### config.mk
export PLATFORM = sky130hd
export DESIGN_NAME = hostbus_master
export DESIGN_NICKNAME = d
export VERILOG_FILES = /design/src/rtl/hostbus_pkg.sv /design/src/rtl/hostbus_timeout.sv /design/src/rtl/hostbus_master.sv
export SDC_FILE = /design/constraint.sdc
export NUM_CORES = 1
export LEC_CHECK = 0
export CAP_MARGIN = 20
export CORE_ASPECT_RATIO = 0.9
export CORE_MARGIN = 2
export CORE_UTILIZATION = 44
export CTS_CLUSTER_DIAMETER = 60
export DETAILED_ROUTE_END_ITERATION = 8
export GPL_ROUTABILITY_DRIVEN = 0
export PLACE_DENSITY = 0.75
export SLEW_MARGIN = 10
export SYNTH_ARGS = -nofsm -noshare
export SYNTH_HDL_FRONTEND = slang
export SYNTH_HIERARCHICAL = 1
export SYNTH_SLANG_ARGS = --single-unit
export TNS_END_PERCENT = 100
### constraint.sdc
create_clock -name clk -period 2.59 [get_ports clk]
set_clock_uncertainty 0.05 [all_clocks]
set_input_delay 0.518 -clock clk [delete_from_list [all_inputs] [get_ports clk]]
set_output_delay 0.518 -clock clk [all_outputs]
set_load 0.05 [all_outputs]
### src/rtl/hostbus_pkg.sv
// rtl/hostbus_pkg.sv - shared opcodes, response codes and FSM states for the host bus master
//
// Purpose: constants used by hostbus_master.
// Ports: none (package).

package hostbus_pkg;

  // Command opcodes, cmd_word[DW+1:DW]
  localparam logic [1:0] OP_READ    = 2'b00;
  localparam logic [1:0] OP_WRITE   = 2'b01;
  localparam logic [1:0] OP_SETADDR = 2'b10;
  localparam logic [1:0] OP_BURST   = 2'b11;

  // Response codes, rsp_word[DW+1:DW]
  localparam logic [1:0] RSP_RDATA = 2'b00;
  localparam logic [1:0] RSP_WACK  = 2'b01;
  localparam logic [1:0] RSP_ADDR  = 2'b10;
  localparam logic [1:0] RSP_ERR   = 2'b11;

  // FSM states
  typedef logic [1:0] state_t;
  localparam state_t IDLE = 2'd0;
  localparam state_t XFER = 2'd1;
  localparam state_t RESP = 2'd2;

endpackage

### src/rtl/hostbus_timeout.sv
// rtl/hostbus_timeout.sv - loadable down-counter that flags an expired bus cycle
//
// Purpose: counts XFER cycles; expired is high in the TIMEOUT-th cycle after load drops.
// Ports:
//   clk, reset  clock, synchronous active-high reset
//   load        reload the counter (held while not transferring)
//   en          count down one per cycle
//   expired     counter has reached zero

module hostbus_timeout #(
  parameter int TIMEOUT = 255
) (
  input  logic clk,
  input  logic reset,
  input  logic load,
  input  logic en,
  output logic expired
);

  localparam int TW = (TIMEOUT < 2) ? 1 : $clog2(TIMEOUT);

  logic [TW-1:0] count;

  // Loaded with TIMEOUT-1 so that the first XFER cycle is cycle 1 and
  // zero is reached in cycle TIMEOUT.
  always_ff @(posedge clk) begin
    if (reset || load) begin
      count <= TW'(TIMEOUT - 1);
    end else if (en && (count != '0)) begin
      count <= count - 1'b1;
    end
  end

  assign expired = (count == '0);

endmodule

### src/rtl/hostbus_master.sv
// rtl/hostbus_master.sv - host command word to Wishbone-classic bus master
//
// Purpose: decodes {opcode, payload} commands into bus cycles and returns responses.
// Ports:
//   clk, reset                      clock, synchronous active-high reset
//   cmd_stb, cmd_word, cmd_busy     command input, ignored while busy
//   rsp_stb, rsp_word               one-cycle response pulse and held response word
//   bus_cyc, bus_stb, bus_we,
//   bus_addr, bus_wdata             Wishbone master outputs
//   bus_ack, bus_err, bus_rdata     Wishbone slave returns

module hostbus_master
  import hostbus_pkg::*;
#(
  parameter int DW      = 32,
  parameter int AW      = 30,
  parameter int CW      = 8,
  parameter int TIMEOUT = 255
) (
  input  logic          clk,
  input  logic          reset,
  input  logic          cmd_stb,
  input  logic [DW+1:0] cmd_word,
  output logic          cmd_busy,
  output logic          rsp_stb,
  output logic [DW+1:0] rsp_word,
  output logic          bus_cyc,
  output logic          bus_stb,
  output logic          bus_we,
  output logic [AW-1:0] bus_addr,
  output logic [DW-1:0] bus_wdata,
  input  logic          bus_ack,
  input  logic          bus_err,
  input  logic [DW-1:0] bus_rdata
);

  state_t        state;
  logic [AW-1:0] addr;
  logic          inc;
  logic [CW-1:0] beats_left;
  logic          expired;

  logic [1:0]    opcode;
  logic [DW-1:0] payload;
  logic [AW-1:0] setaddr_val;
  logic [CW-1:0] burst_cnt;

  assign opcode    = cmd_word[DW+1:DW];
  assign payload   = cmd_word[DW-1:0];
  assign burst_cnt = payload[CW-1:0];
  assign cmd_busy  = (state != IDLE);

  // Relative mode: adding the AW-bit field modulo 2^AW gives the same
  // result as adding its sign extension, so no explicit extension is needed.
  assign setaddr_val = payload[DW-1] ? (addr + payload[AW-1:0]) : payload[AW-1:0];

  hostbus_timeout #(.TIMEOUT(TIMEOUT)) u_timeout (
    .clk     (clk),
    .reset   (reset),
    .load    (state != XFER),
    .en      (state == XFER),
    .expired (expired)
  );

  always_ff @(posedge clk) begin
    if (reset) begin
      state      <= IDLE;
      addr       <= '0;
      inc        <= 1'b0;
      beats_left <= '0;
      bus_cyc    <= 1'b0;
      bus_stb    <= 1'b0;
      bus_we     <= 1'b0;
      bus_addr   <= '0;
      bus_wdata  <= '0;
      rsp_stb    <= 1'b0;
      rsp_word   <= '0;
    end else begin
      rsp_stb <= 1'b0;
      case (state)
        IDLE: begin
          if (cmd_stb) begin
            if (opcode == OP_SETADDR) begin
              inc      <= payload[DW-2];
              addr     <= setaddr_val;
              rsp_stb  <= 1'b1;
              rsp_word <= {RSP_ADDR, {(DW-AW){1'b0}}, setaddr_val};
            end else begin
              state    <= XFER;
              bus_cyc  <= 1'b1;
              bus_stb  <= 1'b1;
              bus_addr <= addr;
              bus_we   <= (opcode == OP_WRITE);
              if (opcode == OP_WRITE) begin
                bus_wdata <= payload;
              end
              // beats_left counts beats after the current one; count 0 means one word
              if ((opcode == OP_BURST) && (burst_cnt != '0)) begin
                beats_left <= burst_cnt - 1'b1;
              end else begin
                beats_left <= '0;
              end
            end
          end
        end

        XFER: begin
          if (bus_err || bus_ack || expired) begin
            state   <= RESP;
            bus_cyc <= 1'b0;
            bus_stb <= 1'b0;
            rsp_stb <= 1'b1;
            if (bus_err || !bus_ack) begin
              // err outranks ack; a timeout only lands here without ack
              rsp_word   <= {RSP_ERR, {(DW-AW){1'b0}}, bus_addr};
              beats_left <= '0;
            end else begin
              if (bus_we) begin
                rsp_word <= {RSP_WACK, {(DW-AW){1'b0}}, bus_addr};
              end else begin
                rsp_word <= {RSP_RDATA, bus_rdata};
              end
              addr <= addr + {{(AW-1){1'b0}}, inc};
            end
          end
        end

        RESP: begin
          if (beats_left != '0) begin
            state      <= XFER;
            bus_cyc    <= 1'b1;
            bus_stb    <= 1'b1;
            bus_addr   <= addr;
            beats_left <= beats_left - 1'b1;
          end else begin
            state <= IDLE;
          end
        end

        default: state <= IDLE;
      endcase
    end
  end

endmodule

======== Word level (Yosys, flattened, before mapping) ========
Cells that the tools add are included.
Widths: inputs -> output; s select.
storage, ports and cells
  memories ................................ 0
  register bits after elaboration ......... 148
  word-level logic and storage cells ...... 92
  RAM bits ................................ 0
  latch bits .............................. 0
  memory bits (read-only) ................. 0
  output and inout port bits .............. 101
  bits of input ports ..................... 71
operators by class
  reduce and logical (&&, ||, !) cells .... 25
  shifts and indexed selects .............. 0
  equality and inequality tests ........... 13
  $add $sub $neg .......................... 5
  bitwise logic cells ..................... 1
  div/mod/pow operators ................... 0
  magnitude comparators ................... 0
  $mul .................................... 0
  multiplexer cells ....................... 37
operator list
  cell                 count
  $mux 30              8
  $mux 34              4
  $pmux 30 s2          2
  $pmux 34 s2          1
  $mux 8               6
  $mux 33              1
  $add 30x1->30        1
  $add 30x30->30       1
  $pmux 8 s3           1
  $reduce_bool 8->1    3
  $sub 8x1->8 const B  3
  $ne 2x2->1 const B   7
  $reduce_and 4->1     3
  $reduce_and 5->1     2
  $reduce_and 3->1     3
  $logic_not 8->1      1
  $mux 1               8
  $eq 2x2->1 const B   3
  $mux 2               3
  $pmux 2 s3           1
  $reduce_and 6->1     1
  $reduce_bool 2->1    3
  $eq 2x1->1 const B   2
  $logic_or 1x1->1     4
  8 further kinds      9

======== Depth between registers and ports, before layout ========
  word-level depth ........................ 6
  gate-level depth with buffers ........... 13
  depth with buffers taken out ............ 12

======== Cells and area by module ========
Netlist, hierarchy kept.
modules (own cells, without submodules)
  module           area an instance (µm²)  cells an instance  instances  seq. area each (µm²)
  hostbus_master   8703.3                  1169               1          2802.7
  hostbus_timeout  420.4                   46                 1          160.2

======== Worst setup path after synthesis ========
Ideal clock, no wire load.
  kind .................................... input-to-reg
  start ................................... in cmd_word[0]
  end ..................................... reg addr[24]
  slack ................................... -0.212 ns
  required time ........................... 2.465 ns
  arrival time ............................ 2.677 ns
  stages .................................. 11
  library setup time ...................... 0.075 ns
  buffers on the path ..................... 0
  path through ............................ ha_1 -> inv_1 -> fa_1 -> nor2b_4 -> o31a_1 -> o311ai_4 -> nand3_2 -> a31oi_4 -> mux2_2 -> or2_2 -> o22ai_1
on the way
  longest elaborated chain between the ends .. 5
RTL lines
  what                  RTL line               RTL
  start, declared       hostbus_master.sv:23   input logic [DW+1:0] cmd_word,
  $add 30x30->30        hostbus_master.sv:55   assign setaddr_val = payload[DW-1] ? (addr + payload[AW-1:0]) : payload[AW-1:0];
  $mux 30               hostbus_master.sv:55
  $mux 30               hostbus_master.sv:83   if (opcode == OP_SETADDR) begin
  $mux 30               hostbus_master.sv:82   if (cmd_stb) begin
  $pmux 30 s2           hostbus_master.sv:80   case (state)
  end signal, assigned  hostbus_master.sv:85   addr <= setaddr_val;
  end signal, assigned  hostbus_master.sv:123  addr <= addr + {{(AW-1){1'b0}}, inc};
  end, declared         hostbus_master.sv:38   logic [AW-1:0] addr;
No other way between the ends. The select of a mux whose other input is x is not followed.
A chain may end at the register's enable or synchronous reset.

======== Worst setup path after layout ========
  start ................................... reg addr[0]
  end ..................................... reg rsp_word[8]
on the way
  longest elaborated chain between the ends .. 5
RTL lines
  what                  RTL line               RTL
  $add 30x30->30        hostbus_master.sv:55
  $mux 30               hostbus_master.sv:55
  $mux 34               hostbus_master.sv:83
  $mux 34               hostbus_master.sv:82
  $pmux 34 s2           hostbus_master.sv:80
  end signal, assigned  hostbus_master.sv:87   rsp_word <= {RSP_ADDR, {(DW-AW){1'b0}}, setaddr_val};
  end signal, assigned  hostbus_master.sv:115  rsp_word <= {RSP_ERR, {(DW-AW){1'b0}}, bus_addr};
  end signal, assigned  hostbus_master.sv:119  rsp_word <= {RSP_WACK, {(DW-AW){1'b0}}, bus_addr};
  end, declared         hostbus_master.sv:26   output logic [DW+1:0] rsp_word,
No other way between the ends. The select of a mux whose other input is x is not followed.

==> results.cfg <==
[logic_synthesis]
yosysMostFrequentCell = nand2_1
async_flop_share_pct = 0
synth.distinct_cells = 88
yosys-top-cells-area = dfxtp_1 (32%), nand2_1 (9.3%), a21oi_1 (7.7%), ha_1 (5.5%), o21ai_0 (3.9%)
yosys-top-cells-count = nand2_1 (227), dfxtp_1 (148), a21oi_1 (140)
yosysSeqAreaShare_pct = 32.5
yosysTopAreaCell = dfxtp_1
avgSynthCellArea_um2 = 7.51
ys.flop_type = dfxtp_1
synth.net_count = 1327
synth_seq_cells = 148
syn_inst = 1215
syn_area_um2 = 9120
yosysWarnings = 6
synth_edf_count = 0
synth_top_area_share_pct = 32.5

[sta]
worst_pin_slew_ns = 0.814
relSlewSlack_pct = 45.5
rsz0062_at_grt = yes
setup_viol = 30
drv_slew = 0
clock.fmax_mhz = 357
hold_viol = 0
final.period_utilization_pct = 108
fin_ws_ns = -0.209
min_period_ns = 2.80

[outcome]
violations = setup timing
status = finished with violations

[clock_network]
htree_levels = 4
clock_latency_ns = 0.45
cts.sinks = 148
tritoncts = yes
clk_pin_slew_ns = 0.07
cts_root_buf = clkbuf_16
cts_buffers = 17
clk_path_buf_depth = 2
hold_buffers = 0

[power_and_ir_drop]
comb_power_share_pct = 63.6
pwr-share-clk_pct = 15.4
internal_power_uw = 8570
power_density_nw_per_um2 = 1130
total_power_uw = 16300
netSwitchingFraction_pct = 47.5
sequentialPowerShare_pct = 21.0
p_leak_uw = 0.00561
ir_drop_v = 0.000661
p_sw_uw = 7760

[worst_setup_path]
cp_cell_sequence = ha_4, inv_2, fa_2, nor2b_4, o31a_1, buf_4, o31a_4, o21ai_4, nor3b_4, o31ai_2, a222oi_1, a21oi_1
rr_endpoint = rsp_word[8]
rrSetupSlack_ns = -0.21
startpoint = addr[0]
crit_path_top_delay_cell = dfxtp_4
arrival_ns = 3.08
cp-endpoint = rsp_word[8]
ff2ff_path_depth = 12
cp-start-kind = register
end_kind = register
critical_path_required_ns = 2.87
worstPathMaxFanout = 4
critical_path_class = register to register
slowest_delay_ns = 0.38
r2r-start = addr[0]

[grt]
first_global_vias = 10700
grt_overflow_total = 0
grt_use_total_pct = 32.0
antenna_found_initial = 0
grt_pass1_wl_um = 55700
grt_max_degree = 63

[finish]
num_antenna_cells = 0
drive_above_1_share_pct = 28.4
fin_util_pct = 71.4
nets = 1700
syn_to_final_growth_pct = 57.8

[route]
postRouteAntennaNets = 0
via_per_inst = 6.20
dr.pass1.iters = 7
drtIter0Drc = 1400
wirelength_um = 38400
vias = 11500
drc = 0
wl_per_cell_um = 20.7

[placed_design]
hpwl_um = 25300
port_buffers = 171

[die]
start_util_pct = 45.2
design.core.area_um2 = 20200
fp.dieW_um = 156
boundaryPins = 172
fp-row-count = 49
die_area_um2 = 21900
die_h_um = 141

[run]
cap_violations = 0

[min_path]
hp-class = register to register
hold_depth = 2
[state kept, by name, indices dropped and copies added, names as in the netlist]
register,count
rsp_word,34
bus_wdata,32
addr,30
bus_addr,30
beats_left,8
u_timeout/count,8
state,2
bus_stb,1
bus_we,1
inc,1
rsp_stb,1
[how the worst min path moves through the flow]
stage                                   from            endpoint  slack, ns
after floorplan           u_timeout/count[0]  u_timeout/count[0]       0.39
after CTS                      bus_wdata[24]       bus_wdata[24]       0.41
after detailed placement        rsp_word[31]        rsp_word[31]       0.40
final                           rsp_word[31]        rsp_word[31]       0.41
after global routing           bus_wdata[25]       bus_wdata[25]       0.43
after global placement         bus_wdata[25]       bus_wdata[25]       0.39
[power by group through the flow]
stage               combinational (uW)  sequential [uW]  clock (uW)
global placement                  8280             3390           0
CTS                               8890             3390        2500
detailed placement                8440             3400           0
global route                     10900             3470        2590
floorplan                         3870             4470           0
finish                           10400             3430        2510
[stage by stage]
stage | worst slack (ns) | TNS, ns | hold WS [ns] | cells | area (um2)
floorplan | -0.120 | -0.594 | 0.393 | 1215 | 9170
global placement | -0.784 | -33.78 | 0.392 | 1785 | 12600
detailed placement | -0.886 | -37.96 | 0.397 | 1785 | 12600
CTS | -0.0884 | -0.564 | 0.408 | 1828 | 13600
global route | -0.301 | -5.70 | 0.426 | 1856 | 14400
finish | -0.209 | -3.04 | 0.406 | 1856 | 14400
[worst max-delay path, delay by kind of cell (launching register included)]
kind,cells,cell delay [ns]
and+or+nand+nor,2,0.30
AOI/OAI and AO/OA,6,1.33
adders and majority gates,2,0.40
DFF,1,0.38
buffers and inverters,2,0.21
[cell type report]
cell class,count,area [um2]
multi-input cells,964,6640
fillers,1431,5770
repair buffers,428,3790
flip-flops and latches,148,2970
clock buffers,17,425
well taps,255,319
clock inverters,15,145
inverters,29,109
[logic make-up after synthesis]
family,after synthesis,synth area share [%]
AOI/OAI and AO/OA,400,28.9
xor gates and xnor gates,21,2.02
adders and majority gates,41,5.70
buffers and inverters,103,4.43
DFF,148,32.5
muxes,19,2.14
and+or+nand+nor,483,24.3
[per-layer routing]
metal | routed length (um) | GRT usage, %
met1 | 14600 | 38.8
met5 | 0 | 0
met2 | 18000 | 53.7
met3 | 3190 | 5.32
met4 | 2570 | 18.3
[layout by cell type, fill, tap and decap left out, types with 13 or more instances in the layout]
cell type          n
o21ai_1           17
inv_1             28
a21o_1            18
buf_6             13
a21oi_1          121
o21ai_0           47
a31oi_1           18
dlygate4sd2_1     17
nand2_1          222
a21oi_2           18
nor3_1            17
nor2_1            86
dfxtp_1          143
buf_4            234
ha_4              14
clkdlybuf4s50_1  147
ha_1              22
nand3_1           37
clkbuf_16         19
[repair_timing]
item | in CTS | in global routing
gates cloned | 0 | 3
buffers inserted | 11 | 25
gates resized for setup | 84 | 134
endpoints found under the setup margin | 61 | 64
endpoints found under the hold margin | 0 | 0
pin swaps | 51 | 67
(Power assumes the default switching activity.)
